===== config.mk =====
export PLATFORM = sky130hd
export DESIGN_NAME = instr_queue
export DESIGN_NICKNAME = d
export VERILOG_FILES = /design/src/rtl/instr_queue.sv
export SDC_FILE = /design/constraint.sdc
export NUM_CORES = 1
export LEC_CHECK = 0
export CAP_MARGIN = 20
export CORE_UTILIZATION = 40
export DETAILED_ROUTE_END_ITERATION = 16
export DONT_BUFFER_PORTS = 1
export HOLD_SLACK_MARGIN = 0.05
export PLACE_DENSITY_LB_ADDON = 0.25
export SETUP_SLACK_MARGIN = 0.5
export SYNTH_ARGS = -nofsm -noshare
export SYNTH_HDL_FRONTEND = slang
export SYNTH_SLANG_ARGS = --single-unit

===== constraint.sdc =====
create_clock -name clk_i -period 6.79 [get_ports clk_i]
set_clock_uncertainty 0.2 [all_clocks]
set_input_delay 1.6975 -clock clk_i [delete_from_list [all_inputs] [get_ports clk_i]]
set_output_delay 1.6975 -clock clk_i [all_outputs]
set_load 0.01 [all_outputs]

===== src/rtl/instr_queue.sv =====
// Fetch-side instruction queue. Accepts one fetch group per cycle, drops the
// slots younger than the first predicted-taken one, packs the survivors into
// a circular FIFO and hands one instruction per cycle to decode.
//
// Handshakes: a transfer happens on a rising edge where both valid and ready
// are high. On the fetch side valid_i/ready_o move a whole group, and ready_o
// depends only on registered state and flush_i. On the decode side valid_o/ready_i
// move the head entry, and valid_o depends only on registered state and flush_i.

package tortoise_pkg;
   localparam int unsigned INSTR_PER_FETCH = 2;

   typedef logic [31:0] addr_t;
   typedef logic [31:0] instr_t;

   typedef struct packed {
      logic  is_taken;
      addr_t predict_address;
   } sbe_predict_t;
endpackage

module instr_queue #(
   parameter int unsigned NR_INSTRS = tortoise_pkg::INSTR_PER_FETCH,
   parameter int unsigned DEPTH     = 8
) (
   input  logic                                        clk_i,
   input  logic                                        rst_ni,
   input  logic                                        flush_i,
   input  logic                                        valid_i,
   output logic                                        ready_o,
   input  logic                 [NR_INSTRS-1:0]        instr_valid_i,
   input  tortoise_pkg::addr_t  [NR_INSTRS-1:0]        branch_pc_i,
   input  tortoise_pkg::instr_t [NR_INSTRS-1:0]        instr_i,
   input  tortoise_pkg::sbe_predict_t [NR_INSTRS-1:0]  sbe_predict_i,
   output logic                                        valid_o,
   input  logic                                        ready_i,
   output tortoise_pkg::addr_t                         pc_o,
   output tortoise_pkg::instr_t                        instr_o,
   output tortoise_pkg::sbe_predict_t                  sbe_predict_o,
   output logic                 [$clog2(DEPTH):0]      count_o
);

   localparam int unsigned PTR_W = $clog2(DEPTH);
   localparam int unsigned CNT_W = PTR_W + 1;
   // A group is accepted only while this many or fewer entries are occupied.
   localparam logic [CNT_W-1:0] GROUP_ROOM = CNT_W'(DEPTH - NR_INSTRS);

   typedef struct packed {
      tortoise_pkg::addr_t        pc;
      tortoise_pkg::instr_t       instr;
      tortoise_pkg::sbe_predict_t pred;
   } entry_t;

   entry_t               mem_q [DEPTH];
   logic [PTR_W-1:0]     rd_ptr_q, rd_ptr_d;
   logic [PTR_W-1:0]     wr_ptr_q, wr_ptr_d;
   logic [CNT_W-1:0]     count_q,  count_d;

   logic [NR_INSTRS-1:0] keep;
   logic [PTR_W-1:0]     slot_off [NR_INSTRS];
   logic [CNT_W-1:0]     kept_cnt;
   logic                 taken_seen;
   logic                 push;
   logic                 fire;

   // Select surviving slots: a slot survives if it is valid and no older valid
   // slot predicted taken; each survivor gets its packed offset from wr_ptr.
   always_comb begin
      keep       = '0;
      kept_cnt   = '0;
      taken_seen = 1'b0;
      for (int i = 0; i < NR_INSTRS; i++) begin
         slot_off[i] = PTR_W'(kept_cnt);
         if (instr_valid_i[i] && !taken_seen) begin
            keep[i]  = 1'b1;
            kept_cnt = kept_cnt + CNT_W'(1);
         end
         if (instr_valid_i[i] && sbe_predict_i[i].is_taken) begin
            taken_seen = 1'b1;
         end
      end
   end

   assign ready_o = !flush_i && (count_q <= GROUP_ROOM);
   assign valid_o = (count_q != '0) && !flush_i;
   assign push    = valid_i && ready_o;
   assign fire    = valid_o && ready_i;

   // Pointer and occupancy next state; flush rewinds everything to empty.
   always_comb begin
      rd_ptr_d = rd_ptr_q;
      wr_ptr_d = wr_ptr_q;
      count_d  = count_q;
      if (flush_i) begin
         rd_ptr_d = '0;
         wr_ptr_d = '0;
         count_d  = '0;
      end else begin
         rd_ptr_d = rd_ptr_q + PTR_W'(fire);
         if (push) begin
            wr_ptr_d = wr_ptr_q + PTR_W'(kept_cnt);
         end
         count_d = count_q + (push ? kept_cnt : '0) - CNT_W'(fire);
      end
   end

   // State registers and storage writes; reset also clears storage so the
   // data outputs read zero afterwards.
   always_ff @(posedge clk_i) begin
      if (!rst_ni) begin
         rd_ptr_q <= '0;
         wr_ptr_q <= '0;
         count_q  <= '0;
         for (int e = 0; e < DEPTH; e++) begin
            mem_q[e] <= '0;
         end
      end else begin
         rd_ptr_q <= rd_ptr_d;
         wr_ptr_q <= wr_ptr_d;
         count_q  <= count_d;
         if (push) begin
            for (int i = 0; i < NR_INSTRS; i++) begin
               if (keep[i]) begin
                  mem_q[wr_ptr_q + slot_off[i]] <= '{pc:    branch_pc_i[i],
                                                     instr: instr_i[i],
                                                     pred:  sbe_predict_i[i]};
               end
            end
         end
      end
   end

   assign pc_o          = mem_q[rd_ptr_q].pc;
   assign instr_o       = mem_q[rd_ptr_q].instr;
   assign sbe_predict_o = mem_q[rd_ptr_q].pred;
   assign count_o       = count_q;

endmodule


; Word-level counts from Yosys, hierarchy flattened
; Memories as Yosys holds them, arrays and structs flattened. A register that Yosys moved wholly into a read port is not among the register bits.
; Cells that the tools add are included.
[word_totals]
reg_bits = 10
ramBits = 776
output_inout_bits = 103
word_cells = 46
memories = 1
[mem_list]
columns = name, words, width, rd, rd_ports_with_merged_regs, wr, line_no
row1 = mem_q, 8, 97, 1, 1, 8, 54  ; entry_t mem_q [DEPTH];
[op_classes]
add_sub_neg = 6
n_lt_le_gt_ge = 1
n_mux = 22
n_bitwise = 1
reduce_logical = 12
[op_table]
columns = op, n
row1 = $mux 97, 2
row2 = $reduce_or 97->1, 2
row3 = $mux 1, 15
row4 = $mux 3, 3
row5 = $mux 4, 2
row6 = $add 3x3->3, 2
row7 = $logic_and 1x1->1, 6
row8 = $add 4x1->4 const B, 1
row9 = $add 4x4->4, 1
row10 = $le 4x3->1 const B, 1
row11 = $reduce_bool 4->1, 1
row12 = $sub 4x1->4, 1
row13 = $add 3x1->3, 1
row14 = $logic_not 1->1, 2
row15 = $reduce_or 2->1, 1
row16 = $not 1->1, 1

; Depth between registers and ports, before layout
[logic_depth]
word_depth = 11
ltp_mapped = 13
mapped_depth_nobuf = 12

; Least setup slack after synthesis
; No wires, ideal clock.
[synth_timing]
kind = input -> register
startpoint = input instr_valid_i[0]
endpoint = memory mem_q[1][0] in the netlist's numbering (enable)
arrival_ns = 5.200
required_ns = 5.447
path_slack_ns = 0.247
stages = 8
path_cell_list = ha_1 > ha_1 > xnor2_1 > nand4b_1 > or2_1 > buf_2 > clkbuf_1 > nand3b_1
[synth_rtl]
columns = item, line_no
row1 = start: declaration, 31  ; input logic [NR_INSTRS-1:0] instr_valid_i,
row2 = end: declaration, 54

==> results.txt <==
status = finished, final reports clean
DP HPWL = 72,700 um
initial antenna violation count = 16
Setup crit end kind = output port
Setup WS post-layout = 1.82 ns
Die Height = 327 um
GP Congestion = 0.769
CP Data Arrival Time = 3.07 ns
min Tclk post-route = 4.97 ns
sequential fraction of the synthesis area = 55.6%
Area after DPL = 0.0430 mm2
crit-path max FO = 74
initial core utilization = 40.6%
Synth warnings = 0
syn_nets = 3,398
CTS resizes = 0
core area = 0.104 mm2
Synth top area share = 55.1%
fill count = 9,272
Synth Cell Area = 0.0423 mm2
Least-Margin Pin Slew = 1.13 ns
Final ANT Viol Nets = 0
worst skew pair latency = 0.66 ns
Seq cells post-synth = 786
fraction of layout cells with a size suffix above 1 = 16.3%
final WL = 133,000 um
hold path depth = 2
initial DRC count = 2,940
Max Cap Viol = 0
Mapped Cells = 3,182
TritonCTS clock tree = done
Fmax = 201 MHz
Peak VDD IR = 0.191 mV
I/O Pins = 304
via/cell ratio = 6.16
critical setup path kind = register to output port
TritonRoute pass-1 iters = 6
Hold Path Origin = wr_ptr_q[0]
Avg Cell Area, Syn = 13.3 um2
Worst R2R Setup Slack = 2.55 ns
largest net degree at the start of global routing = 99
Primary FF master, synth = edfxtp_1
Placement Rows = 118
Worst-path clk slew = 0.06 ns
Finished Cell Area = 0.0458 mm2
htree depth = 3
Post-CTS Hold Buffers = 0
fin util = 44.0%
Port Buffer Count = 0
reg2reg path depth = 8
GRT overflow = 0
Min-Delay Path Class = register to register
TNS Setup = 0 ns
area delta synth->final = 8.32%
root buf cell = clkbuf_16
total number of vias = 27.2k
largest area contributor in the netlist = edfxtp_1
Fin. Hold Viols = 0
Tot GR Track Use = 24.5%
final setup violating endpoints = 0
pre-CTS WS = 1.72 ns
fin crit share = 73.2%
Max Slew Vio Count = 0
static leakage = 0.0141 uW
Slew headroom = 24.4%
Reg-to-Reg End = mem_q[1][60]
nets@finish = 3,180
number of CTS-inserted buffers = 88
die width = 327 um
post-synthesis async set-or-reset flop share = 0%
DR DRC count = 0
CP Launch Type = register
die area = 0.107 mm2
Yosys cell types = 44
PwrDens = 237 mW/mm2
first-pass GRT wire length = 193,000 um
synth top area cells = edfxtp_1, mux2i_1, mux4_2
clk buf depth = 3
hold_ws = 0.370 ns
Wirelength per Cell = 30.1 um
RSZ-0062 raised after global routing = no
Critical Path RT = 4.89 ns
number of setup buffers added after CTS = 0
Post-synth EDFFs = 776
vias in the first global route = 28.3k
sink of the worst hold path = wr_ptr_q[0]
Sink Count = 786
reg2reg start = count_o[3]
[Yosys cell counts, types with 10 or more instances]
| library cell | number |
|---|---|
| clkbuf_1 | 146 |
| clkbuf_2 | 55 |
| o21ai_0 | 123 |
| mux4_2 | 194 |
| nand2_1 | 584 |
| mux2i_1 | 576 |
| o21ai_1 | 71 |
| buf_1 | 10 |
| ha_1 | 13 |
| dfxtp_1 | 10 |
| edfxtp_1 | 776 |
| inv_1 | 105 |
| o211ai_1 | 192 |
| buf_4 | 21 |
| buf_2 | 129 |
| mux2_2 | 97 |
[metal layers]
layer  vias up  track usage [%]  wire length, um
li1      11500                -                -
met4        24             6.35             2510
met3       219             7.70            15000
met1     14000             32.1            52500
met5         -                0              152
met2      1413             39.4            62700
[metrics by stage]
stage	std cells	power, uW
after floorplan	3182	6150
final	4409	10900
after detailed placement	4253	6330
after global routing	4409	11100
after global placement	4253	6300
after CTS	4405	10900
[critical path, stage by stage (launching register included)]
cell	delay [ns]
dfxtp_4	0.99
buf_12	0.52
mux4_2	0.42
mux2_2	0.33
[power by group]
group	total, uW	switching (uW)	internal, uW
clock network	4640	1990	2650
registers	5570	55.7	5510
logic	652	440	211
total	10900	2490	8370
[cell usage in the layout (no fill, tap or decap), drive strengths merged]
master	synthesis	final
and3	1	1
or2	2	2
a21oi	4	4
edfxtp	776	776
or3	1	1
xor2	2	2
a21o	1	1
ha	13	13
dfxtp	10	10
fa	2	2
nand2b	2	2
clkinvlp	0	1
clkinv	0	34
nand4bb	1	1
or3b	7	7
nor2	8	8
nor4b	1	1
bufinv	0	6
nand4	3	3
buf	166	59
xnor2	4	4
nor4	8	8
a22o	6	6
a21boi	2	2
mux2	97	97
or4b	1	1
nand2	584	584
nand4b	4	4
o21ai	194	194
nor2b	1	1
o211ai	192	192
mux2i	576	576
clkbuf	201	111
diode	0	3
nor3	6	6
and2	4	4
inv	105	105
mux4	194	194
nand3b	3	3
[flip-flops by register name, summed over array words and instances (netlist names)]
register,flops
rd_ptr_q,3
mem_q,776
count_o,4
wr_ptr_q,3
[kinds of logic after synthesis]
kind of cell    after synthesis  share of synthesized area (%)
simple gates                637                           6.29
xor+xnor                      6                          0.124
mux                         867                           26.6
buf+inv                     472                           5.03
fa+ha+maj                    15                          0.479
flops                       786                           55.6
compound gates              399                           5.94
[final cells by class]
class	count	area, um2	share of cell area (%)
well taps	1380	1730	3.77
multi-input cells	1924	16700	36.5
diodes	3	7.51	0.0164
clock buffers	111	2330	5.09
flip-flops and latches	786	23500	51.3
inverters	105	394	0.861
repair buffers	59	701	1.53
clock inverters	41	393	0.858
[worst max-delay path by stage]
stage	from	slack, ns	endpoint
2_1_floorplan	instr_valid_i[0]	0.54	mem_q[5][0]
6_report	rd_ptr_q[1]	1.82	pc_o[20]
4_1_cts	rd_ptr_q[0]	1.81	sbe_predict_o[25]
5_1_grt	rd_ptr_q[0]	1.75	pc_o[15]
3_5_place_dp	instr_valid_i[0]	1.72	mem_q[5][34]
3_3_place_gp	instr_valid_i[0]	1.73	mem_q[5][60]
Power figures use the tool's default switching activity.
